## src/rtl/keccak_pkg.sv

```systemverilog
// Shared constants and FSM state encoding for the Keccak round controller.
package keccak_pkg;

  localparam int LANE_W      = 25;
  localparam int NUM_SLICES  = 64;
  localparam int SLICE_IDX_W = 6;
  localparam int ROUND_IDX_W = 5;
  localparam int FILE_IDX_W  = 10;

  typedef enum logic [2:0] {
    ST_IDLE  = 3'd0,
    ST_LOAD  = 3'd1,
    ST_PAGE  = 3'd2,
    ST_STATE = 3'd3,
    ST_DONE  = 3'd4
  } ctrl_state_e;

endpackage

```

## src/rtl/keccak_idx_delay.sv

```systemverilog
// DEPTH-stage shift register carrying {valid, index} from slice read to write-back.
module keccak_idx_delay
  import keccak_pkg::*;
#(
  parameter int DEPTH = 1,
  parameter int IDX_W = SLICE_IDX_W
) (
  input  logic             clk,
  input  logic             rst,
  input  logic             in_valid,
  input  logic [IDX_W-1:0] in_idx,
  output logic             out_valid,
  output logic [IDX_W-1:0] out_idx
);

  logic [DEPTH-1:0]            vld_q, vld_d;
  logic [DEPTH-1:0][IDX_W-1:0] idx_q, idx_d;

  always_comb begin
    vld_d    = vld_q;
    idx_d    = idx_q;
    vld_d[0] = in_valid;
    idx_d[0] = in_valid ? in_idx : '0;
    for (int i = 1; i < DEPTH; i++) begin
      vld_d[i] = vld_q[i-1];
      idx_d[i] = idx_q[i-1];
    end
  end

  always_ff @(posedge clk) begin
    if (rst) begin
      vld_q <= '0;
      idx_q <= '0;
    end else begin
      vld_q <= vld_d;
      idx_q <= idx_d;
    end
  end

  assign out_valid = vld_q[DEPTH-1];
  assign out_idx   = idx_q[DEPTH-1];

endmodule

```

## src/rtl/keccak_round_ctrl.sv

```systemverilog
// Keccak-f permutation sequencer: LOAD, then per round 64 slice reads + drain, then rho/pi write.
// Optional KECCAK_CTRL_PERF_EN adds a saturating busy-cycle counter output.
module keccak_round_ctrl
  import keccak_pkg::*;
#(
  parameter int NUM_ROUNDS = 24,
  parameter int DP_LAT     = 1
) (
  input  logic                   clk,
  input  logic                   rst,
  input  logic                   start,
  input  logic [FILE_IDX_W-1:0]  file_index_in,
  output logic                   busy,
  output logic                   done,
  output logic                   load_state,
  output logic [FILE_IDX_W-1:0]  file_index,
  output logic [SLICE_IDX_W-1:0] read_page_line_index,
  output logic                   page_valid,
  output logic                   write_page,
  output logic [SLICE_IDX_W-1:0] write_page_line_index,
  output logic                   write_state,
  output logic [ROUND_IDX_W-1:0] round_idx
`ifdef KECCAK_CTRL_PERF_EN
  , output logic [15:0]          cycle_count
`endif
);

  localparam logic [2:0] S_IDLE  = ST_IDLE;
  localparam logic [2:0] S_LOAD  = ST_LOAD;
  localparam logic [2:0] S_PAGE  = ST_PAGE;
  localparam logic [2:0] S_STATE = ST_STATE;
  localparam logic [2:0] S_DONE  = ST_DONE;

  localparam logic [6:0]             PAGE_LAST  = 7'(NUM_SLICES + DP_LAT - 1);
  localparam logic [ROUND_IDX_W-1:0] ROUND_LAST = ROUND_IDX_W'(NUM_ROUNDS - 1);

  logic [2:0]             state_q, state_d;
  logic [6:0]             page_cnt_q, page_cnt_d;
  logic [ROUND_IDX_W-1:0] round_q, round_d;
  logic [FILE_IDX_W-1:0]  file_q, file_d;

  always_comb begin
    state_d    = state_q;
    round_d    = round_q;
    file_d     = file_q;
    page_cnt_d = (state_q == S_PAGE && page_cnt_q != PAGE_LAST) ? page_cnt_q + 7'd1 : 7'd0;
    case (state_q)
      S_IDLE: begin
        if (start) begin
          state_d = S_LOAD;
          file_d  = file_index_in;
          round_d = '0;
        end
      end
      S_LOAD:  state_d = S_PAGE;
      S_PAGE:  if (page_cnt_q == PAGE_LAST) state_d = S_STATE;
      S_STATE: begin
        if (round_q == ROUND_LAST) begin
          state_d = S_DONE;
        end else begin
          state_d = S_PAGE;
          round_d = round_q + 1'b1;
        end
      end
      S_DONE:  state_d = S_IDLE;
      default: state_d = S_IDLE;
    endcase
  end

  always_ff @(posedge clk) begin
    if (rst) begin
      state_q    <= S_IDLE;
      page_cnt_q <= '0;
      round_q    <= '0;
      file_q     <= '0;
    end else begin
      state_q    <= state_d;
      page_cnt_q <= page_cnt_d;
      round_q    <= round_d;
      file_q     <= file_d;
    end
  end

  // Counts 64..PAGE_LAST are the datapath drain: no new reads issued.
  assign page_valid           = (state_q == S_PAGE) && !page_cnt_q[6];
  assign read_page_line_index = page_valid ? page_cnt_q[5:0] : '0;
  assign busy                 = (state_q != S_IDLE);
  assign done                 = (state_q == S_DONE);
  assign load_state           = (state_q == S_LOAD);
  assign write_state          = (state_q == S_STATE);
  assign round_idx            = round_q;
  assign file_index           = file_q;

  keccak_idx_delay #(
    .DEPTH (DP_LAT),
    .IDX_W (SLICE_IDX_W)
  ) u_idx_delay (
    .clk       (clk),
    .rst       (rst),
    .in_valid  (page_valid),
    .in_idx    (read_page_line_index),
    .out_valid (write_page),
    .out_idx   (write_page_line_index)
  );

`ifdef KECCAK_CTRL_PERF_EN
  logic [15:0] cyc_q, cyc_d;

  // DONE is excluded so the count reads the same at the done pulse and afterwards.
  always_comb begin
    cyc_d = cyc_q;
    if (state_q == S_IDLE && start) begin
      cyc_d = '0;
    end else if (state_q != S_IDLE && state_q != S_DONE && cyc_q != 16'hFFFF) begin
      cyc_d = cyc_q + 16'd1;
    end
  end

  always_ff @(posedge clk) begin
    if (rst) cyc_q <= '0;
    else     cyc_q <= cyc_d;
  end

  assign cycle_count = cyc_q;
`endif

endmodule

```

## config.mk

```make
export PLATFORM = sky130hd
export DESIGN_NAME = keccak_round_ctrl
export DESIGN_NICKNAME = d
export VERILOG_FILES = /design/src/rtl/keccak_pkg.sv /design/src/rtl/keccak_idx_delay.sv /design/src/rtl/keccak_round_ctrl.sv
export SDC_FILE = /design/constraint.sdc
export NUM_CORES = 1
export LEC_CHECK = 0
export ABC_CLOCK_PERIOD_IN_PS = 2900
export CORE_UTILIZATION = 39
export DETAILED_ROUTE_END_ITERATION = 6
export PLACE_DENSITY = 0.79
export SYNTH_ARGS = -nofsm -noshare
export SYNTH_HDL_FRONTEND = slang
export SYNTH_SLANG_ARGS = --single-unit
```

## constraint.sdc

```tcl
create_clock -name clk -period 2.9 [get_ports clk]
set_input_delay 0.58 -clock clk [delete_from_list [all_inputs] [get_ports clk]]
set_output_delay 0.58 -clock clk [all_outputs]
set_load 0.02 [all_outputs]
```

# Yosys cells after proc, flatten, opt, wreduce, memory -nomap -nowiden
# Index checks and enable logic that the tools add are counted.
# op_classes
add_sub_neg	2
mul	0
div_mod_pow	0
order_cmp	0
eq_ne	10
n_shift	0
muxes	8
n_bitwise	2
n_reduce_logical	11
# op_table
op	count
one-hot mux 3 bit (4 select lines)	1
two-way mux 5 bit	2
one-hot mux 5 bit (2 select lines)	1
two-way mux 3 bit	3
adder 7 x 1 -> 7 bit (second input constant)	1
equality test 7 bit (second input constant)	1
!= test 7 bit (second input constant)	1
equality test 3 x 2 -> 1 bit (second input constant)	2
two-way mux 6 bit	1
adder 5 x 1 -> 5 bit (second input constant)	1
equality test 5 bit (second input constant)	1
!= test 2 bit (second input constant)	2
AND reduction 2 bit	2
OR reduction 2 bit	2
equality test 3 x 1 -> 1 bit (second input constant)	1
equality test 3 bit (second input constant)	1
logical NOT 3 bit	1
AND reduction 3 bit	1
nonzero test 3 bit	1
logical AND 1 bit	2
!= test 2 x 1 -> 1 bit (second input constant)	1
NOT 1 bit	2
nonzero test 2 bit	1
logical NOT 1 bit	1
# word_totals
register_bits	32
latch_bits	0
mem_bits_rw	0
romBits	0
out_inout_bits	33
word_cells	39
n_memories	0

# Depth between registers and ports, before layout
# depth
depth_word	4
depth_mapped	5

# By module
# From an unflattened synthesis, not the netlist that was laid out.
# unflattened
hier_cells	148
hier_area_um2	1378.8
# modules_own_cells
mod	n_inst	cells_per_inst	area_per_inst_um2
keccak_round_ctrl	1	134	1179.9
keccak_idx_delay	1	14	198.9

# Worst setup path before layout
# OpenSTA, ideal clock, no wires.
# synth_path
path_type	register -> output
start	register page_cnt_q[6]
end	output read_page_line_index[2]
arrival_ns	1.491
required_ns	2.320
path_slack_ns	0.829
stages_incl_launch_ff	5
n_path_buf	1
cell_sequence	dfxtp_1 or3b_1 clkbuf_1 nor2_1 and2_1
# synth_via
elab_chain_cells	3
# synth_rtl
item	line_no	rtl
start: declaration	keccak_round_ctrl.sv:38	logic [6:0] page_cnt_q, page_cnt_d;
start signal: assignment	keccak_round_ctrl.sv:78	page_cnt_q <= page_cnt_d;
logical NOT 1 bit	keccak_round_ctrl.sv:85	assign page_valid = (state_q == S_PAGE) && !page_cnt_q[6];
logical AND 1 bit	keccak_round_ctrl.sv:85	
named net page_valid	keccak_round_ctrl.sv:18	output logic page_valid,
two-way mux 6 bit	keccak_round_ctrl.sv:86	assign read_page_line_index = page_valid ? page_cnt_q[5:0] : '0;
end: declaration	keccak_round_ctrl.sv:17	output logic [SLICE_IDX_W-1:0] read_page_line_index,
# The timed path passes the listed nets, and every way through them passes these cells.

# Final worst setup path
# layout_path
start	register state_q[0]
end	output read_page_line_index[2]
# layout_via
elab_chain_cells	3
# layout_rtl
item	line_no	rtl
start: declaration	keccak_round_ctrl.sv:37	logic [2:0] state_q, state_d;
start signal: assignment	keccak_round_ctrl.sv:77	state_q <= state_d;
equality test 3 x 2 -> 1 bit	keccak_round_ctrl.sv:85	
logical AND 1 bit	keccak_round_ctrl.sv:85	
two-way mux 6 bit	keccak_round_ctrl.sv:86	
# No other way between the ends.

==> results.ini <==
[status]
run_status=finished, final reports clean

[clock_tree]
clock-root-buffer=clkbuf_4
clk_pin_slew_ns=0.09
htree_levels=2
cts_buffers=5
clkLatencyLatePin_ns=0.32
cts_tree=yes
clock_path_buffers=2
cts_num_sinks=32

[min_path]
worstHoldPathCells=2
whs_endpoint=file_index[1]$_SDFFE_PP0P_
hold_start=file_index[1]$_SDFFE_PP0P_
hold_class=register to register

[power]
p_leak_nw=0.659
max-vdd-ir-drop_mv=0.295
power_density_nw_per_um2=427

[floorplan]
initial_utilization_pct=42.7
rows=20
core_um2=3150
io_pins=46
die_area_um2=3690
fp.dieW_um=60.8
fp.dieH_um=60.8

[critical_path]
cpPeakStageDelay_ns=0.60
critPathSlowestCell=clkdlybuf4s50_1
critPathKind=register to output pin
path_buf_inv=1
cp_cell_sequence=or3b_4 > nor2_2 > and2_1 > clkdlybuf4s50_1
r2r_end=round_idx[2]$_SDFFE_PP0P_
crit_path_max_fanout=11
ff2ff_path_depth=4
crit_start=state_q[0]$_SDFFE_PP0P_
critPathLaunchType=register
critPathCaptureType=output pin
reg2reg_slack_ns=1.36
r2r_start=state_q[2]$_SDFFE_PP0P_
cp.arrival_ns=2.15
critPathTopFamily=simple AND/OR/NAND/NOR gates
critical_path_required_ns=2.32

[logic_synthesis]
ys_async_sr_fraction_pct=0
synth-edff-count=0
synth_compound_area_share_pct=13.3
netlist_area_um2=1350
synth_fa_ha_area_share_pct=2.79
muxShareOfSynthArea_pct=0.743
synth_nets=165
yosys_warnings=0
postSynthAreaPerCell_um2=9.04
synth-xor-area-share_pct=1.95
synthSimpleGateAreaFrac_pct=29.2
ys_ff_latch=32
synth_top_family_by_area=simple AND/OR/NAND/NOR gates
yosys_most_used_dff=dfxtp_1
netlist_instances=149
synth_cell_types=42
synth-seq-area-share_pct=47.6

[cells_and_area]
layout_common_cells=clkdlybuf4s50_1 (45), dfxtp_1 (32), nand2_1 (25)
nets=212
instances_no_fill=240
drive_gt1_share_pct=11.7
area_delta_synth_final_pct=40.4
final_common_cell=clkdlybuf4s50_1
num_antenna_cells=0

[sta]
hold_viol=0
tightest_slew_ns=0.499
min_period_over_period_pct=94.2
fin_ws_ns=0.168
finalCriticalPeriod_ns=2.73
finalClockSkew_ns=0.00763
setup_viol=0
rsz0062_at_grt=no
fmax_ghz=0.366
whs_ns=0.464
drv_slew=0
setup-tns-final_ns=0
slew_headroom_pct=66.7

[drt]
drt-initial-drc-count=55
drcViolationCount=0
post_drt_wl_per_cell_um=13.0
ant_nets=0
via_count=1235
drt-pass1-iter-count=4
via_per_inst=5.15
drt_wl_total_um=3120

[placement]
portBuffers=45
post-dp-hpwl_um=2300
post-place-ws_ns=0.394
place_congestion=0.767
dp.cells=233

[global_route]
grt_pass1_vias=1149
grt-ovfl-total=0
grt_pass1_wl_um=5000
track_usage_pct=18.6
grt_max_degree=24
antenna_found_initial=0

[job]
drv_cap=0

-- through the flow --
| step | instance area, um^2 | total power (W) | utilization (%) |
|---|---|---|---|
| detailed placement | 1840 | 0.000589 | 58.3 |
| floorplan | 1350 | 0.000534 | - |
| CTS | 1890 | 0.000817 | 59.8 |
| global placement | 1840 | 0.000585 | 58.3 |
| finish | 1890 | 0.000807 | 60.0 |
| global route | 1890 | 0.000851 | 60.0 |
-- final cells by class --
class / count / area [um^2]
sequential: 32 / 641
clock inverter: 1 / 5.00
clock buffer: 6 / 41.3
tap: 44 / 55.1
multi-input combinational: 104 / 657
timing repair buffer: 48 / 473
fill: 296 / 1260
inverter: 5 / 18.8
-- repair_timing --
item / 4_1_cts / 5_1_grt
endpoints found under the setup margin: 0 / 4
buffers inserted: 0 / 0
hold buffers: 0 / 0
resized for setup: 0 / 2
-- synth_stat cells, types with 2 or more instances --
cell      count  area (um^2)
dfxtp_1      32          641
nand2_1      25         93.8
a21oi_1      11         55.1
and2_1        8         50.1
nand3_1       6         30.0
nor2_2        5         31.3
nor4_1        5         31.3
inv_1         4         15.0
buf_2         3         15.0
clkbuf_1      3         11.3
ha_1          3         37.5
nand2b_1      3         18.8
nor2_1        3         11.3
o21ai_0       3         15.0
or3_1         3         18.8
a21oi_2       2         17.5
a31oi_1       2         12.5
nor3_1        2         10.0
nor3b_1       2         15.0
xor2_1        2         17.5
-- report_power, final --
group          total, W  switching, W  internal [W]
clock network  0.000228      0.000139     0.0000892
logic          0.000119     0.0000600     0.0000591
registers      0.000460    0.00000839      0.000452
-- worst reg2reg max path, stage by stage (launching register included) --
cell and delay (ns):
dfxtp_1 0.64, nand3b_1 0.32, inv_2 0.13, o2111a_1 0.15
nor4_1 0.21
-- metal layers --
layer | up-vias | wire (um) | global-route usage (%)
met5 | - | 0 | 0
met4 | 0 | 23 | 5.84
met3 | 3 | 186 | 6.61
met2 | 46 | 1490 | 32.2
met1 | 574 | 1420 | 21.6
li1 | 612 | - | -
-- how the worst max path moves through the flow --
stage / to / slack [ns] / cells past startpoint
floorplan: read_page_line_index[2] / 0.83 / 4
global placement: read_page_line_index[3] / 0.46 / 4
detailed placement: read_page_line_index[2] / 0.39 / 4
CTS: read_page_line_index[2] / 0.03 / 4
global route: read_page_line_index[4] / 0.04 / 4
finish: read_page_line_index[2] / 0.17 / 4
-- sequential cells by signal, indices dropped and copies added, names as in the netlist --
signal and flops:
file_index 10, page_cnt_q 7, u_idx_delay.out_idx 6, round_idx 5, state_q 3, u_idx_delay.out_valid 1
-- logic make-up after synthesis --
family          after synthesis
mux                           1
flops                        32
fa+ha+maj                     3
compound gates               26
simple gates                 71
buf+inv                      13
xor+xnor                      3
(Power assumes the default switching activity.)
